===== src/rtl/psum_accum.sv =====
// Vertical partial-sum accumulator: sums ROWS consecutive PE psum rows lane-wise
// with signed saturation, then holds the completed row on a valid/ready output.
module psum_accum #(
  parameter int unsigned W     = 16,
  parameter int unsigned LANES = 5,
  parameter int unsigned ROWS  = 3
) (
  input  logic               clk,
  input  logic               rst,
  input  logic               in_valid,
  output logic               in_ready,
  input  logic [LANES*W-1:0] in_psum,
  input  logic               flush,
  output logic               out_valid,
  input  logic               out_ready,
  output logic [LANES*W-1:0] out_psum,
  output logic [2:0]         row_cnt,
  output logic [7:0]         out_cnt,
  output logic               sat_flag
);

  localparam int unsigned BW = LANES * W;

  typedef enum logic {ACC, HOLD} state_t;

  state_t        state;
  logic [BW-1:0] acc;
  logic [BW-1:0] next_row;
  logic          sat_any;
  logic [W-1:0]  lane_a;
  logic [W-1:0]  lane_b;
  logic [W:0]    lane_sum;
  logic          in_take;
  logic          out_take;
  logic          completing;

  assign out_valid  = (state == HOLD);
  assign in_ready   = !rst && !flush && (!out_valid || out_ready);
  assign in_take    = in_valid && in_ready;
  assign out_take   = out_valid && out_ready;
  assign completing = in_take && (row_cnt == 3'(ROWS - 1));

  // Lane-wise next accumulation: first row loads, later rows add at W+1 bits and clamp.
  always_comb begin
    next_row = '0;
    sat_any  = 1'b0;
    lane_a   = '0;
    lane_b   = '0;
    lane_sum = '0;
    for (int i = 0; i < int'(LANES); i++) begin
      lane_a   = acc[i*W +: W];
      lane_b   = in_psum[i*W +: W];
      lane_sum = {lane_a[W-1], lane_a} + {lane_b[W-1], lane_b};
      if (row_cnt == 3'd0) begin
        next_row[i*W +: W] = lane_b;
      end else if (lane_sum[W] != lane_sum[W-1]) begin
        sat_any            = 1'b1;
        next_row[i*W +: W] = lane_sum[W] ? {1'b1, {(W-1){1'b0}}} : {1'b0, {(W-1){1'b1}}};
      end else begin
        next_row[i*W +: W] = lane_sum[W-1:0];
      end
    end
  end

  // FSM, accumulator and output registers.
  always_ff @(posedge clk) begin
    if (rst) begin
      state    <= ACC;
      acc      <= '0;
      out_psum <= '0;
      row_cnt  <= 3'd0;
      out_cnt  <= 8'd0;
      sat_flag <= 1'b0;
    end else begin
      if (flush) begin
        row_cnt <= 3'd0;
      end else if (in_take) begin
        acc <= next_row;
        if (completing) begin
          row_cnt  <= 3'd0;
          out_psum <= next_row;
        end else begin
          row_cnt <= row_cnt + 3'd1;
        end
      end

      case (state)
        ACC:     if (completing) state <= HOLD;
        HOLD:    if (out_take && !completing) state <= ACC;
        default: state <= ACC;
      endcase

      if (out_take) out_cnt <= out_cnt + 8'd1;
      if (in_take && sat_any) sat_flag <= 1'b1;
    end
  end

endmodule


===== config.mk =====
export PLATFORM = sky130hd
export DESIGN_NAME = psum_accum
export DESIGN_NICKNAME = d
export VERILOG_FILES = /design/src/rtl/psum_accum.sv
export SDC_FILE = /design/constraint.sdc
export NUM_CORES = 1
export LEC_CHECK = 0
export BUFFER_PORTS_ARGS = -buffer_cell sky130_fd_sc_hd__buf_2
export CAP_MARGIN = 20
export CORE_MARGIN = 2
export CORE_UTILIZATION = 63
export CTS_CLUSTER_SIZE = 40
export DETAILED_ROUTE_END_ITERATION = 10
export GPL_TIMING_DRIVEN = 0
export PLACE_DENSITY = 0.87
export RECOVER_POWER = 50
export SYNTH_ARGS = -nofsm -noshare
export SYNTH_HDL_FRONTEND = slang
export SYNTH_SLANG_ARGS = --single-unit

===== constraint.sdc =====
create_clock -name clk -period 8.45 [get_ports clk]
set_input_delay 0.4225 -clock clk [delete_from_list [all_inputs] [get_ports clk]]
set_output_delay 0.4225 -clock clk [all_outputs]
set_load 0.005 [all_outputs]

Word level (Yosys, flattened, before mapping)

Index checks and enable logic that the tools add are counted.

Output and inout port bits: 94
Flip-flop bits (word level): 173

Eq/ne operators: 6
$add $sub $neg: 7
Bitwise logic cells: 2
Reduce and logical (&&, ||, !) cells: 16
Mux-type cells: 29

Operator list:

| operator            | count |
|---|---|
| $mux 16             | 15 |
| $add 16x16->17      | 5 |
| $mux 1              | 12 |
| $add 8x1->8 const B | 1 |
| $logic_and 1x1->1   | 7 |
| $ne 1x1->1          | 5 |
| $logic_not 1->1     | 4 |
| $add 3x1->3 const B | 1 |
| $eq 3x2->1 const B  | 1 |
| $logic_not 3->1     | 1 |
| $mux 3              | 1 |
| $reduce_and 3->1    | 1 |
| $not 1->1           | 2 |
| $pmux 1 s2          | 1 |
| $reduce_and 2->1    | 1 |
| $reduce_or 2->1     | 1 |
| $logic_or 1x1->1    | 1 |

Depth between registers and ports, before layout

Word-level depth: 13
Depth in mapped cells: 12

Worst setup path before layout

No wires, ideal clock.

Path kind: input port to flip-flop
Start: input port in_psum[32]
End: register acc[41]
Library setup time: 0.137 ns
Path buffers: 1
Cell stages on the path: 11
Setup slack: 5.470 ns
Arrival: 2.843 ns
Cell sequence: ha_1 fa_1 a211oi_1 o21ai_1 a311oi_2 o21ai_0 o31a_1 buf_2 maj3_1 mux2i_1 a211oi_1

Longest elaborated chain between the ends: 4

RTL lines:

| item                                  | RTL line | source |
|---|---|---|
| start: declaration                    | 12       | `input logic [LANES*W-1:0] in_psum,` |
| $add 16x16->17 *                      | 53       | `lane_sum = {lane_a[W-1], lane_a} + {lane_b[W-1], lane_b};` |
| $mux 16 or $ne 1x1->1 (tied branches) | 58, 56   |  |
| $mux 16 *                             | 56       | `end else if (lane_sum[W] != lane_sum[W-1]) begin` |
| $mux 16 *                             | 54       | `if (row_cnt == 3'd0) begin` |
| end signal: assignment                | 78       | `acc <= next_row;` |
| end: declaration                      | 27       | `logic [BW-1:0] acc;` |

Mark *: on every way between the ends. The rest lies on a longest branch, timed or not.
A chain may end at the register's enable or synchronous reset.

Final worst setup path

Start: register acc[17]
End: register out_psum[18]

Longest elaborated chain between the ends: 4

RTL lines:

| item                                  | RTL line | source |
|---|---|---|
| $add 16x16->17 *                      | 53       |  |
| $mux 16 or $ne 1x1->1 (tied branches) | 58, 56   |  |
| $mux 16 *                             | 56       |  |
| $mux 16 *                             | 54       |  |
| end signal: assignment                | 81       | `out_psum <= next_row;` |
| end: declaration                      | 16       | `output logic [LANES*W-1:0] out_psum,` |

Marked as above.

==> metrics.md <==
| Metric | Value |
|---|---|
| Setup TNS | 0 ps |
| Synth top cells by count | 173 x dfxtp_1, 159 x nand2_1, 132 x nor2_1 |
| Root buffer cell | clkbuf_16 |
| Synth cell types | 84 |
| Syn_area_per_cell | 7.91 µm² |
| Crit-path cells | ha_1 > a211oi_1 > o21ai_1 > and3_1 > or2_0 > a221oi_2 > o21ai_1 > o221ai_1 > a21oi_1 |
| Final GP Congestion | 0.969 |
| Number of H-tree levels | 4 |
| Drt total wl | 38900 µm |
| Via/cell ratio | 6.63 |
| Comb power frac | 20.9% |
| Global-route congestion overflow total | 0 |
| Critical Path Fanout Max | 8 |
| Power share of the sequential group | 40.5% |
| DIE HEIGHT | 140 µm |
| Post-synthesis sequential area ratio | 29.9% |
| Count of max-cap constraint violations | 0 |
| R2r setup slk | 4870 ps |
| Detailed-router iteration count before antenna repair | 7 |
| Post-CTS Setup Bufs | 0 |
| # IOs | 179 |
| Placed Cells | 1868 |
| Min-delay src | flush |
| Via count | 12600 |
| Psw | 0.642 mW |
| Int Power | 1.44 mW |
| P per Cell Area | 156 mW/mm² |
| Yosys top cell area share | 29.9% |
| Final setup margin | 4870 ps |
| First-pass GRT wire length | 61300 µm |
| Final slew viol count | 0 |
| PostCTS Resize Cnt | 0 |
| Antenna violation net count after detailed routing | 0 |
| Final #Nets | 1832 |
| WP data required | 8760 ps |
| Worst-skew pair later-pin latency | 450 ps |
| Placed inst area | 0.0127 mm² |
| Yosys top cell by area | dfxtp_1 |
| Hold buffer count at CTS | 0 |
| Maximum number of pins on one net before global-route repair | 17 |
| Slew HR | 26.7% |
| Mux contribution to synthesized area | 1.07% |
| CP startpoint kind | register |
| Final Setup Violations | 0 |
| Final hold viol count | 0 |
| Die width | 140 µm |
| Die area | 0.0195 mm² |
| Cell area after synthesis | 0.0116 mm² |
| Slowest stage delay, CP | 810 ps |
| Fmax | 279 MHz |
| Hold Crit Depth | 2 |
| Overall Global Routing Usage | 38.9% |
| Share of layout cells above drive strength 1 | 13.1% |
| Dpl hpwl | 28600 µm |
| Worst setup path category | reg -> reg |
| Number of flops mapped to enable cells by yosys | 0 |
| Core area | 0.0180 mm² |
| Clk buf depth | 2 |
| Largest family of logic cells by synthesized area | compound AO/OA/AOI/OAI gates |
| Sink Count | 173 |
| Worst path most repeated cell | o21ai_1 |
| DRT iter0 DRCs | 1302 |
| Row Count | 49 |
| Fin crit period | 3580 ps |
| Worst Reg-to-Reg Cells | 9 |
| Dominant synthesized flop cell | dfxtp_1 |
| Worst r2r src | acc[17] |
| Clock power frac | 38.6% |
| Hold-critical path endpoint | row_cnt[1] |
| Number of port buffers | 177 |
| Initial Utilization | 64.4% |
| Routed len/inst | 20.5 µm |
| CTS tree | yes |
| Initial antenna violation count | 0 |
| Tightest Hold Check Type | in -> reg |
| Worst Path Arrival | 3890 ps |
| CP endpoint kind | register |
| Adder-Cell Fraction of Synth Area | 11.7% |
| Post-route insts no fill | 1899 |
| Vias in the first global route | 11900 |
| Pre-CTS setup slack | 4780 ps |
| Synth top area cells | dfxtp_1 30%, ha_1 9.1%, o21ai_0 5.2% |
| RR Endpoint | out_psum[18] |
| Count leader, synth | dfxtp_1 |
| Yosys reg bits | 173 |
| Cells after synthesis | 1462 |
| WHS | 209 ps |
| Static leakage | 5.30 nW |
| Clock-pin slew on the worst setup and hold paths | 70 ps |
| Final Util | 73.9% |
| Fraction of registers with async set/reset | 0% |
| Compound-gate portion of the synthesized area | 29.8% |
| Worst-margin pin slew | 1100 ps |
| Syn Nets | 1636 |
| Ant. Diodes | 0 |
| Post-synthesis simple-gate area fraction | 19.3% |
| Switch share | 30.9% |
| Design Power | 2.08 mW |
| Area growth syn-to-layout | 14.8% |
| # DRC | 0 |
| Design area | 0.0133 mm² |
| RSZ-0062 raised after global routing | false |
| Fin crit share | 42.4% |
| Cts bufs inserted | 17 |
| Max IR drop VDD | 0.153 mV |
| Slowest CP cell | a221oi_2 |
| Status | finished, final reports clean |
| Yosys Warn Count | 0 |
| Xor and xnor area share after synthesis | 3.93% |
| Clock skew | 6.55 ps |
area by class of cell:
cell class,count,area (µm²)
Buffer,92,370
Clock buffer,19,443
Clock inverter,12,140
Fill cell,1409,4680
Inverter,32,120
Multi-Input combinational cell,1165,7610
Sequential cell,173,3460
Tap cell,229,287
Timing Repair Buffer,177,846
how the worst max path moves through the flow:
stage / from / to / slack, ps / cells past startpoint
2_1_floorplan: in_psum[32] / acc[41] / 5470 / 11
3_3_place_gp: in_psum[17] / out_psum[18] / 4840 / 10
3_5_place_dp: in_psum[17] / out_psum[18] / 4780 / 10
4_1_cts: acc[17] / out_psum[18] / 5000 / 9
5_1_grt: acc[64] / out_psum[76] / 4710 / 11
6_report: acc[17] / out_psum[18] / 4870 / 9
power by group through the flow:
stage | clock, mW | sequential, mW | combinational, mW
after floorplan | 0 | 0.856 | 0.299
after global placement | 0 | 0.858 | 0.406
after detailed placement | 0 | 0.859 | 0.415
after CTS | 0.793 | 0.840 | 0.421
after global routing | 0.823 | 0.842 | 0.471
final | 0.803 | 0.841 | 0.434
metal layers:
layer | GRT usage (%) | share of wire, % | vias up
li1 | - | - | 5814
met1 | 50.1 | 40 | 5828
met2 | 61.6 | 44 | 784
met3 | 8.84 | 11 | 164
met4 | 19.3 | 5.0 | 0
met5 | 0 | 0 | -
critical path, delay by kind of cell, from the launching register on:
family,cells,cell delay [ps]
adder cells (fa/ha/maj),1,300
flip-flops,1,340
AO/OA/AOI/OAI,6,2240
AND/OR/NAND/NOR,2,570
layout by cell type (no fill, tap or decap), drive strengths merged, types with 5 or more instances in the layout:
cell type	count
nand2b	26
fa	5
a21oi	118
nand2	160
nor2b	20
o31a	5
o21ai	133
nand3	53
nor3	33
nor2	136
maj3	20
inv	34
mux2i	9
buf	158
a31oi	13
and2	7
o41ai	18
a2111oi	5
a211oi	43
ha	84
a221oi	55
or3	9
o221ai	15
a21o	19
nand3b	5
xor2	17
o21a	19
xnor2	34
and3	11
or2	5
clkinv	5
a311oi	5
dfxtp	173
clkbuf	130
o211ai	21
state kept, by name, summed over array words and instances (netlist names):
signal     flops
row_cnt        3
out_valid      1
out_psum      80
out_cnt        8
acc           80
sat_flag       1
cell families after synthesis:
kind of cell,after synthesis
AO/OA/AOI/OAI,510
XOR/XNOR,51
adder cells (fa/ha/maj),109
buffers and inverters,124
flip-flops,173
multiplexers,12
AND/OR/NAND/NOR,483
Power figures use the tool's default switching activity.
